File: src/rtl/mdr_engine.sv
// rtl/mdr_engine.sv - signed multiply / divide / square-root engine, one bit per clock
// Operands arrive on successive start pulses; results are registered and held until the next start.
module mdr_engine #(
   parameter int WIDTH = 16
) (
   input  logic                 clk,
   input  logic                 rst,
   input  logic                 start,
   input  logic [WIDTH-1:0]     data,
   input  logic [1:0]           op,
   output logic                 need_y,
   output logic                 busy,
   output logic                 ready,
   output logic                 error,
   output logic [2*WIDTH-1:0]   result,
   output logic [WIDTH-1:0]     remainder
);

   localparam int ITER_MD = WIDTH;
   localparam int ITER_SQ = WIDTH / 2;
   localparam int HW      = WIDTH / 2;
   localparam int CW      = $clog2(WIDTH + 1);
   localparam logic [CW-1:0] C_MD  = CW'(ITER_MD);
   localparam logic [CW-1:0] C_SQ  = CW'(ITER_SQ);
   localparam logic [CW-1:0] C_ONE = CW'(1);

   localparam logic [1:0] OP_MUL = 2'b00;
   localparam logic [1:0] OP_DIV = 2'b01;
   localparam logic [1:0] OP_SQR = 2'b10;
   localparam logic [1:0] OP_RSV = 2'b11;

   typedef enum logic [2:0] {
      S_IDLE, S_WAIT_Y, S_CHECK, S_RUN, S_DONE, S_ERR
   } state_t;

   state_t               r_state;
   logic [WIDTH-1:0]     r_x, r_y;
   logic [1:0]           r_op;
   logic [CW-1:0]        r_cnt;
   logic [WIDTH-1:0]     r_ma, r_mb;
   logic                 r_neg_q, r_neg_r;
   logic [WIDTH-1:0]     r_hi, r_lo;
   logic [HW-1:0]        r_root;
   logic                 r_need_y, r_busy, r_ready, r_error;
   logic [2*WIDTH-1:0]   r_result;
   logic [WIDTH-1:0]     r_remainder;

   logic [WIDTH-1:0]     w_abs_x, w_abs_y;
   logic [WIDTH:0]       w_msum, w_dsh, w_dsub, w_ssub;
   logic [WIDTH-1:0]     w_ssh, w_strial;
   logic [WIDTH-1:0]     w_hi_n, w_lo_n;
   logic [HW-1:0]        w_root_n;
   logic [2*WIDTH-1:0]   w_mag, w_res;
   logic [WIDTH-1:0]     w_rem;
   logic                 w_bad;

   assign need_y    = r_need_y;
   assign busy      = r_busy;
   assign ready     = r_ready;
   assign error     = r_error;
   assign result    = r_result;
   assign remainder = r_remainder;

   assign w_abs_x = r_x[WIDTH-1] ? (~r_x + 1'b1) : r_x;
   assign w_abs_y = r_y[WIDTH-1] ? (~r_y + 1'b1) : r_y;
   assign w_bad   = (r_op == OP_RSV) || ((r_op == OP_DIV) && (r_y == '0)) ||
                    ((r_op == OP_SQR) && r_x[WIDTH-1]);

   // r_hi/r_lo are shared: product halves, remainder/quotient, or partial remainder/radicand.
   always_comb begin
      w_hi_n   = r_hi;
      w_lo_n   = r_lo;
      w_root_n = r_root;
      w_mag    = '0;
      w_res    = '0;
      w_rem    = '0;
      w_msum   = {1'b0, r_hi} + (r_lo[0] ? {1'b0, r_ma} : {(WIDTH+1){1'b0}});
      w_dsh    = {r_hi, r_lo[WIDTH-1]};
      w_dsub   = w_dsh - {1'b0, r_mb};
      w_ssh    = {r_hi[WIDTH-3:0], r_lo[WIDTH-1:WIDTH-2]};
      w_strial = WIDTH'({r_root, 2'b01});
      w_ssub   = {1'b0, w_ssh} - {1'b0, w_strial};
      case (r_op)
         OP_MUL: begin
            w_hi_n = w_msum[WIDTH:1];
            w_lo_n = {w_msum[0], r_lo[WIDTH-1:1]};
            w_mag  = {w_hi_n, w_lo_n};
            w_res  = r_neg_q ? (~w_mag + 1'b1) : w_mag;
         end
         OP_DIV: begin
            if (!w_dsub[WIDTH]) begin
               w_hi_n = w_dsub[WIDTH-1:0];
               w_lo_n = {r_lo[WIDTH-2:0], 1'b1};
            end else begin
               w_hi_n = w_dsh[WIDTH-1:0];
               w_lo_n = {r_lo[WIDTH-2:0], 1'b0};
            end
            w_mag = {{WIDTH{1'b0}}, w_lo_n};
            w_res = r_neg_q ? (~w_mag + 1'b1) : w_mag;
            w_rem = r_neg_r ? (~w_hi_n + 1'b1) : w_hi_n;
         end
         default: begin
            w_lo_n = {r_lo[WIDTH-3:0], 2'b00};
            if (!w_ssub[WIDTH]) begin
               w_hi_n   = w_ssub[WIDTH-1:0];
               w_root_n = {r_root[HW-2:0], 1'b1};
            end else begin
               w_hi_n   = w_ssh;
               w_root_n = {r_root[HW-2:0], 1'b0};
            end
            w_res = (2*WIDTH)'(w_root_n);
            w_rem = w_hi_n;
         end
      endcase
   end

   always_ff @(posedge clk or negedge rst) begin
      if (!rst) begin
         r_state     <= S_IDLE;
         r_x         <= '0;
         r_y         <= '0;
         r_op        <= '0;
         r_cnt       <= '0;
         r_ma        <= '0;
         r_mb        <= '0;
         r_neg_q     <= 1'b0;
         r_neg_r     <= 1'b0;
         r_hi        <= '0;
         r_lo        <= '0;
         r_root      <= '0;
         r_need_y    <= 1'b0;
         r_busy      <= 1'b0;
         r_ready     <= 1'b0;
         r_error     <= 1'b0;
         r_result    <= '0;
         r_remainder <= '0;
      end else begin
         case (r_state)
            S_IDLE, S_DONE, S_ERR: begin
               if (start) begin
                  r_x         <= data;
                  r_op        <= op;
                  r_ready     <= 1'b0;
                  r_error     <= 1'b0;
                  r_result    <= '0;
                  r_remainder <= '0;
                  if (op == OP_SQR) begin
                     r_busy  <= 1'b1;
                     r_state <= S_CHECK;
                  end else begin
                     r_need_y <= 1'b1;
                     r_state  <= S_WAIT_Y;
                  end
               end else if (r_state == S_ERR) begin
                  r_error <= 1'b1;
               end
            end
            S_WAIT_Y: begin
               if (start) begin
                  r_y      <= data;
                  r_need_y <= 1'b0;
                  r_busy   <= 1'b1;
                  r_state  <= S_CHECK;
               end
            end
            S_CHECK: begin
               if (w_bad) begin
                  r_busy  <= 1'b0;
                  r_state <= S_ERR;
               end else begin
                  r_ma    <= w_abs_x;
                  r_mb    <= w_abs_y;
                  r_neg_q <= r_x[WIDTH-1] ^ r_y[WIDTH-1];
                  r_neg_r <= r_x[WIDTH-1];
                  r_hi    <= '0;
                  r_root  <= '0;
                  r_lo    <= (r_op == OP_MUL) ? w_abs_y : w_abs_x;
                  r_cnt   <= (r_op == OP_SQR) ? C_SQ : C_MD;
                  r_state <= S_RUN;
               end
            end
            S_RUN: begin
               r_hi   <= w_hi_n;
               r_lo   <= w_lo_n;
               r_root <= w_root_n;
               r_cnt  <= r_cnt - C_ONE;
               if (r_cnt == C_ONE) begin
                  r_result    <= w_res;
                  r_remainder <= w_rem;
                  r_ready     <= 1'b1;
                  r_busy      <= 1'b0;
                  r_state     <= S_DONE;
               end
            end
            default: r_state <= S_IDLE;
         endcase
      end
   end

endmodule

File: config.mk
export PLATFORM = sky130hd
export DESIGN_NAME = mdr_engine
export DESIGN_NICKNAME = d
export VERILOG_FILES = /design/src/rtl/mdr_engine.sv
export SDC_FILE = /design/constraint.sdc
export NUM_CORES = 1
export LEC_CHECK = 0
export ABC_AREA = 0
export CORE_MARGIN = 1.5
export CORE_UTILIZATION = 43
export CTS_CLUSTER_SIZE = 14
export DETAILED_ROUTE_END_ITERATION = 8
export SETUP_SLACK_MARGIN = 0.1
export SKIP_CTS_REPAIR_TIMING = 1
export SLEW_MARGIN = 25
export SYNTH_ARGS = -nofsm -noshare
export SYNTH_HDL_FRONTEND = slang
export SYNTH_SLANG_ARGS = --single-unit
export TNS_END_PERCENT = 1
File: constraint.sdc
create_clock -name clk -period 8.6 [get_ports clk]
set_clock_uncertainty 0.15 [all_clocks]
set_input_delay 1.72 -clock clk [delete_from_list [all_inputs] [get_ports clk]]
set_output_delay 1.72 -clock clk [all_outputs]
set_load 0.005 [all_outputs]
Word-level counts from Yosys, hierarchy flattened
Cells that the tools add are included.

Output and inout bits: 52. Word-level logic and storage cells: 129. Register bits after elaboration: 168. Input port bits: 21.

Bitwise gates (word level): 7. $add $sub $neg: 9. Muxes and demuxes: 53. Equal/unequal tests: 18. Reductions and logical operators: 24.

Operator list (count): $mux 16 (13); $pmux 16 s2 (6); $mux 32 (4); $pmux 32 s2 (2); $add 32x1->32 const B (2); $add 16x1->16 const B (3); $not 16->16 (3); $not 16->32 (1); $not 32->32 (1); $add 16x16->17 (1); $sub 16x10->17 (1); $sub 17x16->17 (1); $logic_not 16->1 (1); $mux 8 (2); $ne 2x2->1 const B (8); $pmux 8 s2 (1); $mux 1 (13); $mux 3 (4); $pmux 3 s4 (1); $mux 5 (2); $pmux 5 s2 (1); $reduce_and 2->1 (5); $reduce_and 3->1 (3); $reduce_bool 2->1 (4); other kinds (21) (28).

Depth between registers and ports, before layout
Gate-level depths: netlist of run 1.

Word-level depth: 9. Depth in mapped cells: 21. Mapped depth without buffers: 20.

Least setup slack after synthesis of run 1
OpenSTA, ideal clock, no wires.

Path kind: flip-flop to flip-flop. Start point: register r_lo[15]. End point: register r_remainder[14] (netlist: remainder[14]). Arrival: 4288 ps. Library setup time: 67 ps. Stages on the path, launching flop included: 21. Data required time: 8383 ps. Period minus slack after synthesis: 4504 ps. Setup slack: 4096 ps. Buffers on the path: 1. Cells stage by stage: dfrtp_1 -> inv_1 -> ha_1 -> inv_1 -> fa_1 -> a211oi_1 -> o31ai_1 -> o211a_1 -> nor3_2 -> nor2_1 -> inv_2 -> buf_1 -> nor2_1 -> a21oi_1 -> ha_1 -> nand4_1 -> o31ai_1 -> o2111ai_1 -> a21o_1 -> a221o_1 -> nand2_1.

Word-level cells in the longest chain between the ends: 9. Elaborated cells on any way between the ends: 11. Classes of those cells: add/sub: 3; mux: 7; bitwise: 1.

RTL lines: start: declaration (RTL line 42) `logic [WIDTH-1:0] r_hi, r_lo;`; start signal: assignment (RTL line 177) `r_lo <= (r_op == OP_MUL) ? w_abs_y : w_abs_x;`; start signal: assignment (RTL line 184) `r_lo <= w_lo_n;`; $sub 17x16->17 (RTL line 79) `w_dsub = w_dsh - {1'b0, r_mb};`; $mux 16 (RTL line 91) `if (!w_dsub[WIDTH]) begin`; $mux 16 (RTL line 83) `case (r_op)`; $not 16->16 (RTL line 100) `w_rem = r_neg_r ? (~w_hi_n + 1'b1) : w_hi_n;`; $add 16x1->16 (RTL line 100); $mux 16 (RTL line 100); $pmux 16 s2 (*) (RTL line 83); $mux 16 (*) (RTL line 187) `if (r_cnt == C_ONE) begin`; $pmux 16 s2 (*) (RTL line 138) `case (r_state)`; end signal: assignment (RTL line 189) `r_remainder <= w_rem;`; end: declaration (RTL line 46) `logic [WIDTH-1:0] r_remainder;`.

Every way passes the cells marked *; elsewhere a longest branch is shown, timed or not. The select of a mux whose other input is x is not followed. A chain may end at the register's enable or synchronous reset.

Final worst setup path of run 1
Same ends and word-level chain as after synthesis.

==> results of run 1 <==
-- stage by stage --
| step | hold WS (ns) | util | cell area, sq um |
|---|---|---|---|
| 3_3_place_gp | 0.307 | 0.474 | 13200 |
| 2_1_floorplan | 0.292 | - | 12200 |
| 5_1_grt | 0.346 | 0.495 | 13800 |
| 3_5_place_dp | 0.317 | 0.474 | 13200 |
| 6_report | 0.325 | 0.495 | 13800 |
| 4_1_cts | 0.332 | 0.495 | 13800 |
-- final cells by class --
class	instances	area, sq um
Clock inverter	15	154
Sequential cell	168	4210
Fill cell	2693	14100
Tap cell	378	473
Inverter	51	191
Clock buffer	17	425
Multi-Input combinational cell	1148	7450
Timing Repair Buffer	96	902
-- power by group through the flow --
stage | registers (uW) | clock network [uW] | logic (uW)
2_1_floorplan | 1240 | 0 | 3060
3_3_place_gp | 1440 | 0 | 3910
3_5_place_dp | 1450 | 0 | 3940
4_1_cts | 1430 | 783 | 3960
5_1_grt | 1490 | 815 | 4410
6_report | 1440 | 774 | 3990
-- flip-flops by register name, indices dropped and copies added, names as in the netlist, 2 cells and up --
signal     flops
r_cnt          5
r_hi          16
r_lo          16
r_ma          16
r_mb          16
r_op           2
r_root         8
r_state        3
r_x           16
r_y           16
remainder     16
result        32
-- final timing paths --
path	depth (start not counted)	from	end
worst min register to register	2	r_ma[6]	r_ma[6]
min in group asynchronous	1	rst	remainder[13]
worst max register to register	18	r_lo[15]	remainder[14]
worst max-delay path	18	r_lo[15]	remainder[14]
worst min-delay path	2	r_ma[6]	r_ma[6]
max in group asynchronous	2	rst	r_mb[4]
-- cells in the final DEF, fill, tap and decap left out, drive strengths merged, types with 22 or more instances in the layout --
cell type      count
nand2            187
dfrtp            168
o21ai            154
nor2             104
a21oi            101
clkdlybuf4s50     71
xnor2             63
inv               58
mux2i             56
ha                50
xor2              49
nand3             37
nor3              28
buf               25
a211oi            22
and2              22
-- per-layer routing --
metal | global-route usage | wire, microns | up-vias
li1 | - | - | 5280
met1 | 0.362 | 17400 | 5165
met2 | 0.404 | 16400 | 273
met3 | 0.0281 | 1520 | 47
met4 | 0.0854 | 983 | 0
met5 | 0 | 0 | -
-- cell families (layout without fill, tap and decap cells) --
logic type	after synthesis	in the layout	synth area share
buf+inv	147	179	0.0460
mux	78	78	0.0672
fa+ha+maj	52	52	0.0546
simple gates	471	471	0.182
xor+xnor	112	112	0.0805
compound gates	435	435	0.225
flops	168	168	0.345
-- worst min-delay path, stage by stage (launching register included) --
cell and delay, ns:
dfrtp_1 0.33, nand2_1 0.05, o21ai_0 0.06
==> reports/results.md, run 1 <==
| Stage | Quantity | Reported |
| --- | --- | --- |
| run status | Run status | complete, no violations |
| clocking | Clock root buffer | clkbuf_16 |
| drt | Number of DRC markers after the initial detailed-route iteration | 901 |
| pwr | Switch Pwr | 3210 uW |
| clocking | Clock transition at the registers of the reported paths | 0.07 ns |
| critical path | Sort of element at the start of the critical path | register |
| logic synthesis | Sequential area share after synthesis | 0.345 |
| sta | Final clock period utilization by the worst path | 0.646 |
| logic synthesis | Top flip-flop cell by instance count after synthesis | dfrtp_1 |
| placed design | HPWL after detailed placement | 26,800 microns |
| critical path | Flop2flop setup slack | 3.05 ns |
| cells and area | Non-filler cells in the finished layout | 1,873 |
| critical path | Crit path max-delay cell type | o31ai_1 |
| logic synthesis | Most area-hungry cell type in the Yosys netlist | dfrtp_1 |
| logic synthesis | Post-synthesis instance total | 1,463 |
| critical path | Worst path buffer plus inverter count | 3 |
| pwr | Total leakage power | 0.00597 uW |
| sta | Peak Freq | 180 MHz |
| pwr | Sw frac | 0.517 |
| clocking | Clock insertion delay at the later pin of the skew report | 0.45 ns |
| floorplanning | Die outline area | 29,400 sq um |
| logic synthesis | Post-synthesis async set-or-reset flop share | 1.00 |
| pwr | Total power consumption of the routed design | 6210 uW |
| critical path | Endpoint class of the critical path | register |
| logic synthesis | Flops & latches, synth | 168 |
| pwr | Internal Power | 3000 uW |
| critical path | Worst path max stage delay | 0.55 ns |
| critical path | Ordered cell list for the critical path | inv_1 -> ha_1 -> inv_1 -> fa_1 -> a211oi_1 -> o31ai_1 -> o211a_1 -> o21a_1 -> nor2_4 -> inv_2 -> a21oi_1 -> ha_1 -> nand4_1 -> o31ai_1 -> o2111ai_1 -> a21o_1 -> a221o_1 -> nand2_1 |
| logic synthesis | Syn. warnings | 0 |
| drt | 1st-pass router iterations | 5 |
| worst hold path | Path type of the worst min-delay path | reg2reg |
| pwr | Register share of total power | 0.233 |
| drt | Total via count after detailed routing | 10,800 |
| placed design | Inst Count DP | 1,841 |
| critical path | Data arrival time of the worst path | 5.78 ns |
| drt | Routed via count divided by cell count | 5.75 |
| critical path | Cell family contributing the most delay on the critical path | compound AO/OA/AOI/OAI gates |
| pwr | Clock share of power | 0.125 |
| drt | Detailed-route DRC error count | 0 |
| sta | Minimum period implied by the final worst setup slack | 5.55 ns |
| drt | Final wirelength | 36,300 microns |
| logic synthesis | Most common cell in the synthesized netlist | nand2_1 |
| cells and area | Diodes inserted | 0 |
| critical path | Req. time, crit path | 8.83 ns |
| clocking | Total CTS buffers | 17 |
| clocking | Count of clock tree sinks | 168 |
| sta | Number of endpoints failing setup at the final stage | 0 |
| sta | Worst setup slack after layout | 3.05 ns |
| logic synthesis | Top cells by instance count after synthesis | nand2_1 (187), dfrtp_1 (168), o21ai_0 (149) |
| cells and area | Area grow syn2layout | 13.2% |
| pwr | Power Dens Cells | 450 nW/um^2 |
| cells and area | Post-layout net count | 1,555 |
| logic synthesis | Netlist area before placement | 12,200 sq um |
| floorplanning | Width of the die | 171 microns |
| logic synthesis | Area share of the largest cell type after synthesis | 0.345 |
| global routing | Maximum number of pins on one net before global-route repair | 93 |
| clocking | TritonCTS clock tree | built |
| drt | Post-detailed-route wirelength per cell | 19.4 microns |
| placed design | Number of input and output port buffers inserted | 72 |
| job | Number of maximum-capacitance constraint violations | 0 |
| sta | Worst slew slack as a fraction of its limit | 0.369 |
| floorplanning | Floorplan row count | 61 |
| placed design | Routability-driven placement congestion ratio | 0.913 |
| floorplanning | Core Region | 27,900 sq um |
| logic synthesis | Net count of the mapped netlist | 1,536 |
| sta | Setup repair after global routing missed its margin | no |
| clocking | CTS HTree Levels | 4 |
| logic synthesis | Number of flops mapped to enable cells by yosys | 0 |
| global routing | First-pass GRT wire length | 57,800 microns |
| global routing | Global-route usage over all layers | 0.255 |
| logic synthesis | Number of unique standard cell types used by synthesis | 76 |
| sta | Sum Neg Setup Slack | 0 ns |
| floorplanning | Initial standard-cell utilization of the core | 0.438 |
| logic synthesis | Top cells by area in the synthesized netlist | dfrtp_1 (34%), o21ai_0 (6.1%), nand2_1 (5.8%) |
| sta | Final Hold Vio Count | 0 |
| floorplanning | Number of I/O pins | 73 |
| critical path | Peak fanout along the critical path | 20 |
| cells and area | Proportion of layout cells with a drive suffix above 1 | 0.0729 |
| floorplanning | Vertical extent of the die | 171 microns |
| global routing | Number of antenna violations at the first check in global routing | 0 |
| clocking | Number of buffers between clock root and the deepest sink | 2 |
| global routing | Number of global-route vias before repair | 10,200 |
| pwr | Share of total power in combinational logic | 0.643 |
| pwr | Maximum vdd drop | 208 uV |
| sta | Max-slew violation count | 0 |
| critical path | Kind of critical path | reg2reg |
| drt | Remaining antenna violation count after routing | 0 |
| logic synthesis | Avg Cell Area, Syn | 8.33 sq um |
| sta | Actual transition at the worst max-transition pin | 0.946 ns |
| global routing | Grt total ovfl | 0 |
| placed design | Minimum setup slack after placement | 2.81 ns |
No activity file was read; power rests on OpenSTA's default activity.
==> run 2: changes to the inputs <==
==> constraint.sdc (replaced) <==
create_clock -name clk -period 4.9 [get_ports clk]
set_clock_uncertainty 0.15 [all_clocks]
set_input_delay 0.98 -clock clk [delete_from_list [all_inputs] [get_ports clk]]
set_output_delay 0.98 -clock clk [all_outputs]
set_load 0.005 [all_outputs]
==> run 2 against run 1 <==
  * First-iteration DRC count up 3.3%
  * Non-clock buffer count up 29
  * Die area unchanged
  * Flip-flop and latch count unchanged
  * Clock-buffer cell count up 2
  * Setup slack worse by 2.7 ns
  * Wire length up 5.1%
  * Utilization up 0.75 points
  * Power up 81%
==> reports/results.md, run 2 (same netlist as run 1, synthesis figures left out) <==
| Stage | Quantity | Reported | Delta |
| --- | --- | --- | --- |
| clocking | Clock root buffer | clkbuf_16 | unchanged |
| global routing | Number of global-route vias before repair | 10,600 | was 10,200 |
| global routing | Grt total ovfl | 0 | unchanged |
| critical path | Sort of element at the start of the critical path | register | unchanged |
| global routing | Global-route usage over all layers | 0.267 | was 0.255 |
| clocking | Clock insertion delay at the later pin of the skew report | 0.45 ns | about the same |
| critical path | Kind of critical path | reg2reg | unchanged |
| pwr | Clock share of power | 0.117 | was 0.125 |
| critical path | Crit path max-delay cell type | fa_1 | was o31ai_1 |
| clocking | Total CTS buffers | 17 | unchanged |
| clocking | Count of clock tree sinks | 168 | unchanged |
| clocking | TritonCTS clock tree | built | unchanged |
| clocking | Number of buffers between clock root and the deepest sink | 2 | unchanged |
| placed design | HPWL after detailed placement | 28,400 microns | was 26,800 microns |
| cells and area | Proportion of layout cells with a drive suffix above 1 | 0.0906 | was 0.0729 |
| drt | 1st-pass router iterations | 7 | was 5 |
| critical path | Data arrival time of the worst path | 4.73 ns | was 5.78 ns |
| pwr | Internal Power | 5430 uW | was 3000 uW |
| drt | Post-detailed-route wirelength per cell | 20.1 microns | was 19.4 microns |
| pwr | Power Dens Cells | 803 nW/um^2 | was 450 nW/um^2 |
| cells and area | Area grow syn2layout | 14.9% | was 13.2% |
| sta | Max-slew violation count | 0 | unchanged |
| pwr | Total power consumption of the routed design | 11,200 uW | was 6210 uW |
| sta | Worst slew slack as a fraction of its limit | 0.348 | was 0.369 |
| global routing | First-pass GRT wire length | 60,000 microns | was 57,800 microns |
| critical path | Peak fanout along the critical path | 8 | was 20 |
| critical path | Worst path buffer plus inverter count | 2 | was 3 |
| global routing | Maximum number of pins on one net before global-route repair | 75 | was 93 |
| critical path | Crit Reg-Reg Startpoint | r_lo[15] | unchanged |
| drt | Remaining antenna violation count after routing | 0 | unchanged |
| floorplanning | Number of I/O pins | 73 | unchanged |
| pwr | Total leakage power | 0.00609 uW | was 0.00597 uW |
| worst hold path | Worst hold start | r_ma[8] | was r_ma[6] |
| critical path | Worst path max stage delay | 0.41 ns | was 0.55 ns |
| pwr | Switch Pwr | 5810 uW | was 3210 uW |
| sta | Actual transition at the worst max-transition pin | 0.978 ns | was 0.946 ns |
| floorplanning | Initial standard-cell utilization of the core | 0.438 | unchanged |
| placed design | Routability-driven placement congestion ratio | 0.935 | was 0.913 |
| floorplanning | Width of the die | 171 microns | unchanged |
| critical path | Cell family contributing the most delay on the critical path | compound AO/OA/AOI/OAI gates | unchanged |
| floorplanning | Floorplan row count | 61 | unchanged |
| drt | Number of DRC markers after the initial detailed-route iteration | 931 | was 901 |
| pwr | Share of total power in combinational logic | 0.666 | was 0.643 |
| run status | Run status | complete, no violations | unchanged |
| floorplanning | Core Region | 27,900 sq um | unchanged |
| pwr | Sw frac | 0.517 | about the same |
| cells and area | FF/Latch Area | 4210 sq um | unchanged |
| clocking | Clock transition at the registers of the reported paths | 0.07 ns | about the same |
| job | Number of maximum-capacitance constraint violations | 0 | unchanged |
| cells and area | Leading cell type in the layout, fill and taps excluded | nand2_1 | unchanged |
| critical path | Req. time, crit path | 5.12 ns | was 8.83 ns |
| sta | Number of endpoints failing setup at the final stage | 0 | unchanged |
| cells and area | Post-layout net count | 1,584 | was 1,555 |
| floorplanning | Vertical extent of the die | 171 microns | unchanged |
| sta | Final Hold Vio Count | 0 | unchanged |
| sta | Minimum period implied by the final worst setup slack | 4.51 ns | was 5.55 ns |
| sta | Sum Neg Setup Slack | 0 ns | unchanged |
| sta | Peak Freq | 222 MHz | was 180 MHz |
| cells and area | Fill cell instance count of the final layout | 2,712 | was 2,693 |
| cells and area | Commonest cells after routing, fill and taps aside | nand2_1 (186), dfrtp_1 (166), o21ai_0 (149), nor2_1 (101), a21oi_1 (101) | unchanged |
| drt | Total via count after detailed routing | 11,100 | was 10,800 |
| cells and area | Diodes inserted | 0 | unchanged |
| worst hold path | Path type of the worst min-delay path | reg2reg | unchanged |
| critical path | Endpoint class of the critical path | register | unchanged |
| floorplanning | Die outline area | 29,400 sq um | unchanged |
| drt | Detailed-route DRC error count | 0 | unchanged |
| clocking | CTS HTree Levels | 4 | unchanged |
| cells and area | Number of flip-flops under the largest register name | 32 | unchanged |
| global routing | Number of antenna violations at the first check in global routing | 0 | unchanged |
| pwr | Maximum vdd drop | 338 uV | was 208 uV |
| drt | Routed via count divided by cell count | 5.83 | was 5.75 |
| placed design | Number of input and output port buffers inserted | 72 | unchanged |
| cells and area | Area taken by multi-input logic gates | 7460 sq um | was 7450 sq um |
| sta | Final clock period utilization by the worst path | 0.920 | was 0.646 |
| critical path | Critical Path Source | r_lo[15] | unchanged |
| critical path | Ordered cell list for the critical path | inv_1 -> ha_1 -> inv_1 -> fa_1 -> a211oi_1 -> o31ai_1 -> o211a_1 -> o21a_1 -> nor2_2 -> mux2i_2 -> ha_1 -> nor4b_1 -> o21ai_0 -> o31ai_4 -> o2111ai_1 -> a21o_1 -> a221o_1 -> nand2_1 | was inv_1 -> ha_1 -> inv_1 -> fa_1 -> a211oi_1 -> o31ai_1 -> o211a_1 -> o21a_1 -> nor2_4 -> inv_2 -> a21oi_1 -> ha_1 -> nand4_1 -> o31ai_1 -> o2111ai_1 -> a21o_1 -> a221o_1 -> nand2_1 |
| drt | Final wirelength | 38,200 microns | was 36,300 microns |
| sta | Setup repair after global routing missed its margin | no | unchanged |
| pwr | Register share of total power | 0.217 | was 0.233 |
## run 2: cell count changes in the layout (fill, tap and decap cells not counted), sizes merged
cell      before  now
buf           25   54
clkbuf        17   19
clkinv         8    4
clkinvlp       0    3
inv           58   57
## run 2: per-stage QoR
stage / std cells / cell area [sq um] / hold slack, ns / worst slack [ns] / utilization
after floorplan: 1463 / 12200 / 0.292 / 0.396 / -
after global placement: 1870 / 13400 / 0.305 / 0.325 / 0.483
after detailed placement: 1870 / 13400 / 0.312 / 0.231 / 0.483
after CTS: 1902 / 14000 / 0.328 / 0.205 / 0.502
after global routing: 1902 / 14000 / 0.352 / 0.120 / 0.503
final: 1902 / 14000 / 0.324 / 0.391 / 0.503
## run 2: routing by layer
| metal | GRT usage | vias up | routed length, microns |
|---|---|---|---|
| met5 | 0 | - | 0 |
| met4 | 0.100 | 0 | 1250 |
| met3 | 0.0311 | 64 | 1870 |
| met2 | 0.417 | 341 | 16900 |
| met1 | 0.377 | 5347 | 18200 |
| li1 | - | 5340 | - |
## run 2: worst reg2reg max path, delay by kind of cell (launching register included)
family | cells | cell delay [ns]
adders and majority gates | 3 | 0.87
AOI/OAI and AO/OA | 9 | 2.03
muxes | 1 | 0.31
buffers and inverters | 2 | 0.13
DFF | 1 | 0.38
and+or+nand+nor | 3 | 0.61
## run 2: path summary, 6_finish.rpt
kind	to	slack (ns)	cells after the start
max	remainder[14]	0.39	18
min	r_ma[8]	0.32	2
max reg2reg	remainder[14]	0.39	18
min reg2reg	r_ma[8]	0.32	2
max in group asynchronous	r_y[1]	3.18	2
min in group asynchronous	remainder[15]	0.44	1
## run 2: final cells by class
| type | count | area share |
|---|---|---|
| Multi-Input combinational cell | 1148 | 0.533 |
| Sequential cell | 168 | 0.300 |
| Timing Repair Buffer | 125 | 0.0808 |
| Tap cell | 378 | 0.0338 |
| Clock buffer | 19 | 0.0309 |
| Inverter | 51 | 0.0137 |
| Clock inverter | 13 | 0.00795 |
## run 2: power groups by stage
| stage | clock network (uW) | registers, uW | logic [uW] |
|---|---|---|---|
| finish | 1320 | 2440 | 7490 |
| global route | 1390 | 2500 | 8180 |
| CTS | 1340 | 2420 | 7370 |
| detailed placement | 0 | 2440 | 7330 |
| global placement | 0 | 2430 | 7270 |
| floorplan | 0 | 2180 | 5360 |
==> run 3: changes to the inputs <==
--- a/config.mk
+++ b/config.mk
@@ -6,13 +6,13 @@
 export NUM_CORES = 1
 export LEC_CHECK = 0
 export ABC_AREA = 0
+export CORE_ASPECT_RATIO = 0.5
 export CORE_MARGIN = 1.5
 export CORE_UTILIZATION = 43
 export CTS_CLUSTER_SIZE = 14
 export DETAILED_ROUTE_END_ITERATION = 8
 export SETUP_SLACK_MARGIN = 0.1
 export SKIP_CTS_REPAIR_TIMING = 1
-export SLEW_MARGIN = 25
 export SYNTH_ARGS = -nofsm -noshare
 export SYNTH_HDL_FRONTEND = slang
 export SYNTH_SLANG_ARGS = --single-unit
==> run 3 against run 2 <==
  * Setup slack got worse by 0.040 ns
  * Via count rose by 2.8%
  * Non-clock buffer count increased by 3
  * Largest cell class unchanged
  * Power up 4.5%
  * Critical path depth rose by 1
  * Fmax is 0.87% lower
  * Wire length increased by 8.0%
  * Largest power group unchanged
==> reports/results.md, run 3 (same netlist as run 1, synthesis figures left out) <==
| Stage | Quantity | Reported | Delta |
| --- | --- | --- | --- |
| cells and area | Leading cell type in the layout, fill and taps excluded | nand2_1 | unchanged |
| sta | Worst slew slack as a fraction of its limit | 0.321 | was 0.348 |
| floorplanning | Number of I/O pins | 73 | unchanged |
| clocking | TritonCTS clock tree | built | unchanged |
| critical path | Req. time, crit path | 5.08 ns | was 5.12 ns |
| floorplanning | Floorplan row count | 43 | was 61 |
| cells and area | Fill cell instance count of the final layout | 2,676 | was 2,712 |
| critical path | Kind of critical path | reg2reg | unchanged |
| floorplanning | Vertical extent of the die | 122 microns | was 171 microns |
| pwr | Sw frac | 0.518 | was 0.517 |
| cells and area | Number of flip-flops under the largest register name | 32 | unchanged |
| sta | Peak Freq | 220 MHz | was 222 MHz |
| drt | Detailed-route DRC error count | 0 | unchanged |
| cells and area | FF/Latch Area | 4210 sq um | unchanged |
| global routing | Grt total ovfl | 0 | unchanged |
| clocking | Number of buffers between clock root and the deepest sink | 2 | unchanged |
| sta | Number of endpoints failing setup at the final stage | 0 | unchanged |
| placed design | Number of input and output port buffers inserted | 72 | unchanged |
| sta | Final Hold Vio Count | 0 | unchanged |
| floorplanning | Width of the die | 241 microns | was 171 microns |
| global routing | Number of antenna violations at the first check in global routing | 1 | was 0 |
| sta | Minimum period implied by the final worst setup slack | 4.55 ns | was 4.51 ns |
| pwr | Share of total power in combinational logic | 0.663 | was 0.666 |
| worst hold path | Hold path depth | 2 | unchanged |
| sta | Max-slew violation count | 0 | unchanged |
| floorplanning | Initial standard-cell utilization of the core | 0.439 | was 0.438 |
| sta | Setup repair after global routing missed its margin | no | unchanged |
| drt | Final wirelength | 41,200 microns | was 38,200 microns |
| run status | Run status | complete, no violations | unchanged |
| drt | Total via count after detailed routing | 11,400 | was 11,100 |
| sta | Actual transition at the worst max-transition pin | 1.02 ns | was 0.978 ns |
| worst hold path | Path type of the worst min-delay path | reg2reg | unchanged |
| critical path | Endpoint class of the critical path | register | unchanged |
| cells and area | Diodes inserted | 0 | unchanged |
| drt | Post-detailed-route wirelength per cell | 21.6 microns | was 20.1 microns |
| pwr | Maximum vdd drop | 353 uV | was 338 uV |
| drt | 1st-pass router iterations | 7 | unchanged |
| pwr | Power Dens Cells | 831 nW/um^2 | was 803 nW/um^2 |
| cells and area | Area taken by multi-input logic gates | 7450 sq um | was 7460 sq um |
| cells and area | Proportion of layout cells with a drive suffix above 1 | 0.0930 | was 0.0906 |
| clocking | Clock root buffer | clkbuf_16 | unchanged |
| placed design | HPWL after detailed placement | 31,100 microns | was 28,400 microns |
| floorplanning | Die outline area | 29,400 sq um | about the same |
| critical path | Data arrival time of the worst path | 4.73 ns | about the same |
| clocking | Clock transition at the registers of the reported paths | 0.08 ns | was 0.07 ns |
| clocking | Total CTS buffers | 17 | unchanged |
| critical path | R2r worst-path depth | 19 | was 18 |
| critical path | Peak fanout along the critical path | 8 | unchanged |
| pwr | Switch Pwr | 6080 uW | was 5810 uW |
| floorplanning | Core Region | 27,800 sq um | was 27,900 sq um |
| global routing | Number of global-route vias before repair | 10,600 | about the same |
| cells and area | Share of the core filled with cells in the final layout | 0.509 | was 0.503 |
| global routing | Global-route usage over all layers | 0.289 | was 0.267 |
| pwr | Register share of total power | 0.211 | was 0.217 |
| global routing | Maximum number of pins on one net before global-route repair | 75 | unchanged |
| cells and area | Area grow syn2layout | 16.0% | was 14.9% |
| sta | Sum Neg Setup Slack | 0 ns | unchanged |
| placed design | Routability-driven placement congestion ratio | 0.979 | was 0.935 |
| drt | Remaining antenna violation count after routing | 0 | unchanged |
| pwr | Total leakage power | 0.00616 uW | was 0.00609 uW |
| clocking | Count of clock tree sinks | 168 | unchanged |
| pwr | Internal Power | 5670 uW | was 5430 uW |
| cells and area | Post-layout net count | 1,587 | was 1,584 |
| job | Number of maximum-capacitance constraint violations | 0 | unchanged |
| sta | Final clock period utilization by the worst path | 0.928 | was 0.920 |
| pwr | Clock share of power | 0.126 | was 0.117 |
| clocking | CTS HTree Levels | 4 | unchanged |
| global routing | First-pass GRT wire length | 63,400 microns | was 60,000 microns |
| drt | Number of DRC markers after the initial detailed-route iteration | 1,203 | was 931 |
| drt | Routed via count divided by cell count | 5.97 | was 5.83 |
| clocking | Clock insertion delay at the later pin of the skew report | 0.46 ns | was 0.45 ns |
| critical path | Sort of element at the start of the critical path | register | unchanged |
| cells and area | Commonest cells after routing, fill and taps aside | nand2_1 (186), dfrtp_1 (166), o21ai_0 (149), nor2_1 (101), a21oi_1 (101) | unchanged |
run 3: cell types whose count changed in the layout (fill, tap and decap cells not counted), moves of 2 or more:
cell       delta
clkinv_2      +2
bufinv_16     +4
buf_12        +3
inv_6         -4
inv_8         -2
run 3: critical path: stages (launching register included):
cell	delay, ns
dfrtp_1	0.47
inv_1	0.12
ha_1	0.18
inv_1	0.06
fa_1	0.41
a211oi_2	0.27
o31ai_1	0.15
o211a_1	0.27
o21a_1	0.27
nor2_2	0.24
mux2i_1	0.34
ha_2	0.27
nor4b_1	0.21
o21ai_0	0.16
o31ai_2	0.11
buf_4	0.18
nand2_1	0.05
o21ai_0	0.23
xnor2_1	0.15
o221ai_1	0.14
run 3: layer usage:
| layer | track usage | wire length [microns] |
|---|---|---|
| met3 | 0.0857 | 4200 |
| met5 | 0 | 0 |
| met2 | 0.386 | 16300 |
| met1 | 0.445 | 20200 |
| met4 | 0.0652 | 586 |
run 3: area by class of cell:
cell class	instances	area share
Timing Repair Buffer	128	0.0846
Multi-Input combinational cell	1148	0.527
Inverter	51	0.0135
Clock buffer	20	0.0316
Clock inverter	12	0.0124
Sequential cell	168	0.297
Tap cell	382	0.0338
run 3: worst paths after layout:
kind	from	to	slack [ns]
min in group asynchronous	rst	r_ma[9]	0.40
max in group asynchronous	rst	result[9]	3.24
min	r_ma[10]	r_ma[10]	0.33
max	r_lo[15]	remainder[12]	0.35
max reg2reg	r_lo[15]	remainder[12]	0.35
min reg2reg	r_ma[10]	r_ma[10]	0.33
run 3: power by group through the flow:
stage	sequential, uW	clock (uW)	combinational, uW
floorplan	2180	0	5360
global placement	2450	0	7480
detailed placement	2480	0	7550
CTS	2460	1490	7590
global route	2540	1560	8450
finish	2480	1480	7800
run 3: per-stage QoR:
stage                     hold slack [ns]  area (sq um)  setup WS [ns]  power (uW)  instances
after floorplan                     0.292         12200          0.396        7540       1463
after global placement              0.314         13500          0.366        9930       1877
after detailed placement            0.320         13500          0.262       10000       1877
after CTS                           0.335         14100          0.248       11500       1909
after global routing                0.352         14100         0.0761       12500       1909
final                               0.328         14100          0.351       11800       1909
